[src/rtl/cmp_pkg.sv]
// -----------------------------------------------------------------------------
// cmp_pkg
// Shared definitions for the serial magnitude comparator.
//   state_t  : FSM state encoding (IDLE / COMPARE / DONE)
//   SLICE_W  : width of the slice examined per clock by comparator_2bit
// -----------------------------------------------------------------------------
package cmp_pkg;

    localparam int SLICE_W = 2;

    typedef enum logic [1:0] {
        S_IDLE    = 2'd0,
        S_COMPARE = 2'd1,
        S_DONE    = 2'd2
    } state_t;

endpackage

[src/rtl/comparator_2bit.sv]
// -----------------------------------------------------------------------------
// comparator_2bit
// Purely combinational unsigned magnitude comparator for one 2-bit slice.
// Ports:
//   a, b   : 2-bit slice operands
//   eq     : a == b
//   gt     : a >  b
//   lt     : a <  b
// -----------------------------------------------------------------------------
module comparator_2bit (
    input  logic [1:0] a,
    input  logic [1:0] b,
    output logic       eq,
    output logic       gt,
    output logic       lt
);

    // Exactly one of the three flags is high for any pair of slices.
    always_comb begin
        eq = (a == b);
        gt = (a > b);
        lt = (a < b);
    end

endmodule

[src/rtl/serial_magnitude_comparator.sv]
// -----------------------------------------------------------------------------
// serial_magnitude_comparator
// Sequential WIDTH-bit unsigned magnitude comparator. Operands are latched on
// an accepted start, then compared one 2-bit slice per clock from the MSB
// slice down, stopping at the first slice that differs.
// Ports:
//   clk    : rising-edge clock
//   rst    : synchronous, active-high reset (aborts any comparison)
//   start  : request pulse, accepted in IDLE and in DONE
//   a, b   : operands, sampled only in the accept cycle
//   busy   : high while slices are being compared
//   done   : one-cycle pulse when eq/gt/lt/steps are fresh
//   eq/gt/lt : registered result of the last completed comparison
//   steps  : number of slices examined by the last comparison (1..SLICES)
// -----------------------------------------------------------------------------
module serial_magnitude_comparator
    import cmp_pkg::*;
#(
    parameter  int WIDTH  = 8,
    localparam int SLICES = WIDTH / 2,
    localparam int CW     = $clog2(SLICES + 1)
) (
    input  logic             clk,
    input  logic             rst,
    input  logic             start,
    input  logic [WIDTH-1:0] a,
    input  logic [WIDTH-1:0] b,
    output logic             busy,
    output logic             done,
    output logic             eq,
    output logic             gt,
    output logic             lt,
    output logic [CW-1:0]    steps
);

    // Slice index needs at least one bit even when there is a single slice.
    localparam int IW = (SLICES > 1) ? $clog2(SLICES) : 1;

    state_t             state_q, state_d;
    logic [WIDTH-1:0]   ra_q, ra_d;
    logic [WIDTH-1:0]   rb_q, rb_d;
    logic [IW-1:0]      idx_q, idx_d;
    logic [CW-1:0]      cnt_q, cnt_d;
    logic               eq_q, eq_d;
    logic               gt_q, gt_d;
    logic               lt_q, lt_d;
    logic [CW-1:0]      steps_q, steps_d;

    logic [SLICE_W-1:0] slice_a;
    logic [SLICE_W-1:0] slice_b;
    logic               slice_eq;
    logic               slice_gt;
    logic               slice_lt;

    // Select the slice currently pointed at by idx from the latched operands.
    always_comb begin
        slice_a = ra_q[SLICE_W*idx_q +: SLICE_W];
        slice_b = rb_q[SLICE_W*idx_q +: SLICE_W];
    end

    comparator_2bit u_cmp (
        .a  (slice_a),
        .b  (slice_b),
        .eq (slice_eq),
        .gt (slice_gt),
        .lt (slice_lt)
    );

    // Next-state and datapath logic. Results are only written on the edge
    // that moves COMPARE into DONE, so they hold between completions.
    always_comb begin
        state_d = state_q;
        ra_d    = ra_q;
        rb_d    = rb_q;
        idx_d   = idx_q;
        cnt_d   = cnt_q;
        eq_d    = eq_q;
        gt_d    = gt_q;
        lt_d    = lt_q;
        steps_d = steps_q;

        case (state_q)
            S_IDLE, S_DONE: begin
                if (start) begin
                    ra_d    = a;
                    rb_d    = b;
                    idx_d   = IW'(SLICES - 1);
                    cnt_d   = '0;
                    state_d = S_COMPARE;
                end else begin
                    state_d = S_IDLE;
                end
            end

            S_COMPARE: begin
                cnt_d = cnt_q + 1'b1;
                if (!slice_eq) begin
                    // First differing slice decides the whole comparison.
                    eq_d    = 1'b0;
                    gt_d    = slice_gt;
                    lt_d    = slice_lt;
                    steps_d = cnt_q + 1'b1;
                    state_d = S_DONE;
                end else if (idx_q == '0) begin
                    eq_d    = 1'b1;
                    gt_d    = 1'b0;
                    lt_d    = 1'b0;
                    steps_d = CW'(SLICES);
                    state_d = S_DONE;
                end else begin
                    idx_d = idx_q - 1'b1;
                end
            end

            default: begin
                state_d = S_IDLE;
            end
        endcase
    end

    // State and datapath registers; reset also clears any half-done result.
    always_ff @(posedge clk) begin
        if (rst) begin
            state_q <= S_IDLE;
            ra_q    <= '0;
            rb_q    <= '0;
            idx_q   <= '0;
            cnt_q   <= '0;
            eq_q    <= 1'b0;
            gt_q    <= 1'b0;
            lt_q    <= 1'b0;
            steps_q <= '0;
        end else begin
            state_q <= state_d;
            ra_q    <= ra_d;
            rb_q    <= rb_d;
            idx_q   <= idx_d;
            cnt_q   <= cnt_d;
            eq_q    <= eq_d;
            gt_q    <= gt_d;
            lt_q    <= lt_d;
            steps_q <= steps_d;
        end
    end

    // busy/done decode directly from the registered state.
    always_comb begin
        busy  = (state_q == S_COMPARE);
        done  = (state_q == S_DONE);
        eq    = eq_q;
        gt    = gt_q;
        lt    = lt_q;
        steps = steps_q;
    end

endmodule

[config.mk]
export PLATFORM = sky130hd
export DESIGN_NAME = serial_magnitude_comparator
export DESIGN_NICKNAME = d
export VERILOG_FILES = /design/src/rtl/cmp_pkg.sv /design/src/rtl/comparator_2bit.sv /design/src/rtl/serial_magnitude_comparator.sv
export SDC_FILE = /design/constraint.sdc
export NUM_CORES = 1
export LEC_CHECK = 0
export BUFFER_PORTS_ARGS = -buffer_cell sky130_fd_sc_hd__buf_2
export CORE_MARGIN = 5
export CORE_UTILIZATION = 40
export DETAILED_ROUTE_END_ITERATION = 16
export PLACE_DENSITY = 0.6
export SYNTH_ARGS = -nofsm -noshare
export SYNTH_HDL_FRONTEND = slang
export SYNTH_SLANG_ARGS = --single-unit
[constraint.sdc]
create_clock -name clk -period 5.95 [get_ports clk]
set_input_delay 0 -clock clk [delete_from_list [all_inputs] [get_ports clk]]
set_output_delay 0 -clock clk [all_outputs]
set_load 0.01 [all_outputs]
; Word level (Yosys, flattened, before mapping)
; Index checks and enable logic that the tools add are counted.
; Widths: inputs -> output; s select.
[totals]
elab_cells = 48
n_memories = 0
latch_bits = 0
inputBits = 19
output_inout_bits = 8
mem_bits_ro = 0
regBits = 29
mem_bits_rw = 0
[classes]
div = 0
mul = 0
bitwise = 0
shift = 2
mux = 17
add_sub_neg = 2
n_reduce_logical = 8
order_cmp = 2
n_eq_ne = 8
[op_table]
columns = cell, count
row1 = $shiftx 8x4->2, 2
row2 = $mux 2, 5
row3 = $mux 3, 3
row4 = $pmux 2 s2, 2
row5 = $mux 1, 6
row6 = $pmux 3 s2, 1
row7 = $reduce_and 2->1, 3
row8 = $logic_not 2->1, 2
row9 = $ne 2x1->1 const B, 2
row10 = $ne 2x2->1 const B, 2
row11 = $reduce_and 4->1, 1
row12 = $add 3x1->3 const B, 1
row13 = $ne 3x2->1 const B, 1
row14 = $eq 2x1->1 const B, 1
row15 = $eq 2x2->1, 1
row16 = $eq 2x2->1 const B, 1
row17 = $gt 2x2->1, 1
row18 = $lt 2x2->1, 1
row19 = $reduce_bool 2->1, 1
row20 = $reduce_or 2->1, 1
row21 = $sub 2x1->2 const B, 1

; Depth between registers and ports, before layout
[logic_depth]
ltp_word = 4
ltp_mapped = 8
depth_no_buf = 6

; Modules after synthesis
; A second synthesis with hierarchy kept.
[unflattened]
hier_cells = 146
hier_area_um2 = 1275.0
[by_module_without_submodules]
columns = module, seq_area_each_um2, area_each_um2, n_inst, cells_per_inst
row1 = serial_magnitude_comparator, 580.6, 1212.4, 1, 137
row2 = comparator_2bit, 0.0, 62.6, 1, 9

; Least setup slack after synthesis
; OpenSTA, ideal clock, no wires.
[synth_path]
path_kind = flip-flop to flip-flop
start = register idx_q[0]
end = register lt_q, in the netlist lt
required_ps = 5880
period_less_slack_ps = 2087
path_stages_with_launch = 7
setup_ps = 70
path_buffers = 1
setup_slack_ps = 3863
arrival_time_ps = 2016
cell_sequence = dfxtp_1 > buf_2 > mux4_2 > ha_1 > nor2b_1 > or4b_1 > a21oi_1
[synth_between]
elab_chain_len = 4
elab_cells_between_ends = 8
cone_classes = 1 x order compare / 2 x eq/ne / 2 x shift / 1 x mux / 2 x reduce/logical
[synth_rtl]
columns = element, line
row1 = start: declaration, serial_magnitude_comparator.sv:42  ; logic [IW-1:0] idx_q, idx_d;
row2 = start signal: assignment, serial_magnitude_comparator.sv:137  ; idx_q <= idx_d;
row3 = "$shiftx 8x4->2, on equally long branches", "serial_magnitude_comparator.sv:57, serial_magnitude_comparator.sv:58"
row4 = $eq 2x2->1, comparator_2bit.sv:20  ; eq = (a == b);
row5 = $ne 2x1->1 (no line), --
row6 = $reduce_and 2->1 (no line), --
row7 = end signal: assignment, serial_magnitude_comparator.sv:141  ; lt_q <= lt_d;
row8 = end: declaration, serial_magnitude_comparator.sv:46  ; logic lt_q, lt_d;
; Several ways; a longest one is shown, not always the timed one.
; A chain may end at the register's enable or synchronous reset.

; Worst setup path after layout
; Same ends and word-level chain as after synthesis.

==> results.ini <==
[outcome]
status=completed

[place]
finalWeightedCongestion=0.783
dp_hpwl_um=1770
portBuffers=26

[yosys]
seq_area_frac_synth_pct=46.3
synth_edf_count=0
synth_area_um2=1250
synth_cell_types=27
yosys_register_bits=29
muxShareOfSynthArea_pct=8.08
synth_compound_area_share_pct=16.9
netlist_top_cells_count=nand2_1 (34), dfxtp_1 (29), a21oi_1 (26)
synth_most_common_cell=nand2_1
synth-xor-area-share_pct=0.699
synthFlopType=dfxtp_1
synthArstFlopShare_pct=0
synth.top_cell.area_share_pct=46.3
synthTopCellsByArea=dfxtp_1 (46%), a21oi_1 (10%), nand2_1 (10%), mux4_2 (7.2%), ha_1 (4.0%)
synth_top_family_by_area=simple AND/OR/NAND/NOR gates
yosys_warnings=0
synth.net_count=166
netlist_instances=143
synthAdderAreaFrac_pct=3.99
yosys.area_share.simple_pct=17.3
avgSynthCellArea_um2=8.77
synth_top_cell_by_area=dfxtp_1

[floorplan]
num_rows=20
die_height_um=66.0
coreArea_um2=3030
io-pin-count=27
die_area_um2=4350
dieWidth_um=66.0
initial_utilization_pct=41.4

[drt]
drt-pass1-iter-count=4
drcViolationCount=0
routed_wl_um=2620
detail_route.wl_per_cell_um=11.6
vias=1105
drt-vias-per-instance=4.87
ant_nets=0
drtIter0Drc=23

[power]
switching_share_pct=28.3
pwr-share-seq_pct=53.1
intPower_uw=294
p_sw_uw=116
p_clk_share_pct=27.1
pwr-share-comb_pct=19.8
power_leakage_nw=0.658
p_per_area_nw_per_um2=257
irDropWorstVdd_mv=0.116

[sta]
rsz0062_at_grt=no
fin_skew_ns=0.00534
fin_tns_setup_ns=0
report.final.slew_viol_count=0
fmaxAchievable_mhz=454
slew_headroom_pct=56.2
fin_crit_ns=2.20
hold_viol_final=0
worst_slew_pin_slew_ns=0.657
fin_crit_sh_pct=37.0
finalSetupViolCount=0
finalHoldWorstSlack_ns=0.120

[grt]
grt_max_degree=30
grt_usage_pct=14.0
grt_pass1_wl_um=4570
antenna_found_initial=0
grt_pass1_vias=1056
overflow=0

[setup_path]
critPathTopFamily=simple AND/OR/NAND/NOR gates
cpPeakStageDelay_ns=0.55
required_ns=6.21
cp_num_buf_inv=0
cp_max_fo=6
end_kind=flip-flop
arrival_ns=2.46
critPathKind=flip-flop to flip-flop
critPathSlowestCell=mux4_2
crit_path_cell_trace=mux4_2 -> ha_1 -> nor2b_1 -> or4b_1 -> a21oi_1
critPathLaunchType=flip-flop

[clocking]
htreeDepth=2
cts_made_buffers=5
post_cts_buffers=0
cts_tree=done
cts_buffer_depth=2
clk_pin_slew_ns=0.09
clock_latency_ns=0.32
ctsResizeCount=0
cts_hold_buf=16
cts-root-buf=clkbuf_4
cts_sinks=29

[layout]
area_delta_synth_final_pct=27.3
antenna_cells=0
nFillCells=301
fin_nets=205
final_util_pct=52.7
drive_gt1_share_pct=21.3

[min_path]
hold_class=input port to flip-flop

[job]
cap_violations=0

-- sequential cells by signal, indices dropped and copies added (netlist names) --
name	flops
ra_q	8
rb_q	8
cnt_q	3
steps	3
idx_q	2
state_q	2
eq	1
gt	1
lt	1
-- logic make-up (layout without fill, tap and decap cells) --
| group | after synthesis | after routing |
|---|---|---|
| and+or+nand+nor | 48 | 48 |
| muxes | 5 | 5 |
| adders and majority gates | 4 | 4 |
| xor gates and xnor gates | 1 | 1 |
| buffers and inverters | 18 | 58 |
| AOI/OAI and AO/OA | 38 | 38 |
| DFF | 29 | 29 |
-- power by group through the flow --
stage | logic, mW | registers [mW] | clock network (mW)
finish | 0.0813 | 0.218 | 0.111
global route | 0.0919 | 0.220 | 0.121
CTS | 0.0820 | 0.218 | 0.115
detailed placement | 0.0737 | 0.223 | 0
global placement | 0.0719 | 0.222 | 0
floorplan | 0.0571 | 0.220 | 0
-- layout by cell type (no fill, tap or decap), drive strengths merged --
master / netlist / final
and2b: 1 / 1
a31o: 1 / 1
ha: 4 / 4
a311oi: 1 / 1
nand2: 34 / 34
inv: 7 / 7
nand3b: 1 / 1
mux2: 1 / 1
nor2: 2 / 2
xnor2: 1 / 1
o21ai: 5 / 5
nand3: 3 / 3
mux4: 4 / 4
dfxtp: 29 / 29
a21oi: 26 / 26
or4b: 1 / 1
dlygate4sd3: 0 / 16
buf: 8 / 27
clkbuf: 3 / 8
nor2b: 2 / 2
nand2b: 3 / 3
a211oi: 3 / 3
a221oi: 1 / 1
o211ai: 1 / 1
and3b: 1 / 1
-- path summary, 6_finish.rpt --
path | startpoint | to | slack (ns) | depth (start not counted)
hold / removal | rst | state_q[1]$_SDFFE_PP0P_ | 0.12 | 2
hold reg to reg | eq$_SDFFE_PP0P_ | eq$_SDFFE_PP0P_ | 0.46 | 2
setup reg to reg | idx_q[0]$_SDFFE_PP0P_ | lt$_SDFFE_PP0P_ | 3.75 | 5
setup / recovery | idx_q[0]$_SDFFE_PP0P_ | lt$_SDFFE_PP0P_ | 3.75 | 5
-- cell type report --
cell class / count / area (µm²) / share of cell area [%]
multi-input combinational: 96 / 588 / 36.8
timing repair buffer: 43 / 298 / 18.7
sequential: 29 / 581 / 36.4
clock buffer: 8 / 48.8 / 3.06
inverter: 7 / 26.3 / 1.65
tap: 44 / 55.1 / 3.45
-- per-layer routing --
| layer | global-route usage [%] | up-vias | part of all wire, % |
|---|---|---|---|
| met1 | 16.4 | 512 | 47 |
| met5 | 0 | - | 0 |
| met3 | 4.25 | 7 | 4.8 |
| li1 | - | 565 | - |
| met4 | 8.38 | 0 | 2.5 |
| met2 | 22.2 | 21 | 46 |
-- through the flow --
stage          setup WS, ns  cells  instance area, µm²  total power [mW]
2_1_floorplan          3.86    143                1250             0.277
3_3_place_gp           3.79    203                1390             0.294
3_5_place_dp           3.74    203                1390             0.296
4_1_cts                3.72    227                1600             0.415
5_1_grt                3.55    227                1600             0.433
6_report               3.75    227                1600             0.410
No activity file was read; power rests on OpenSTA's default activity.
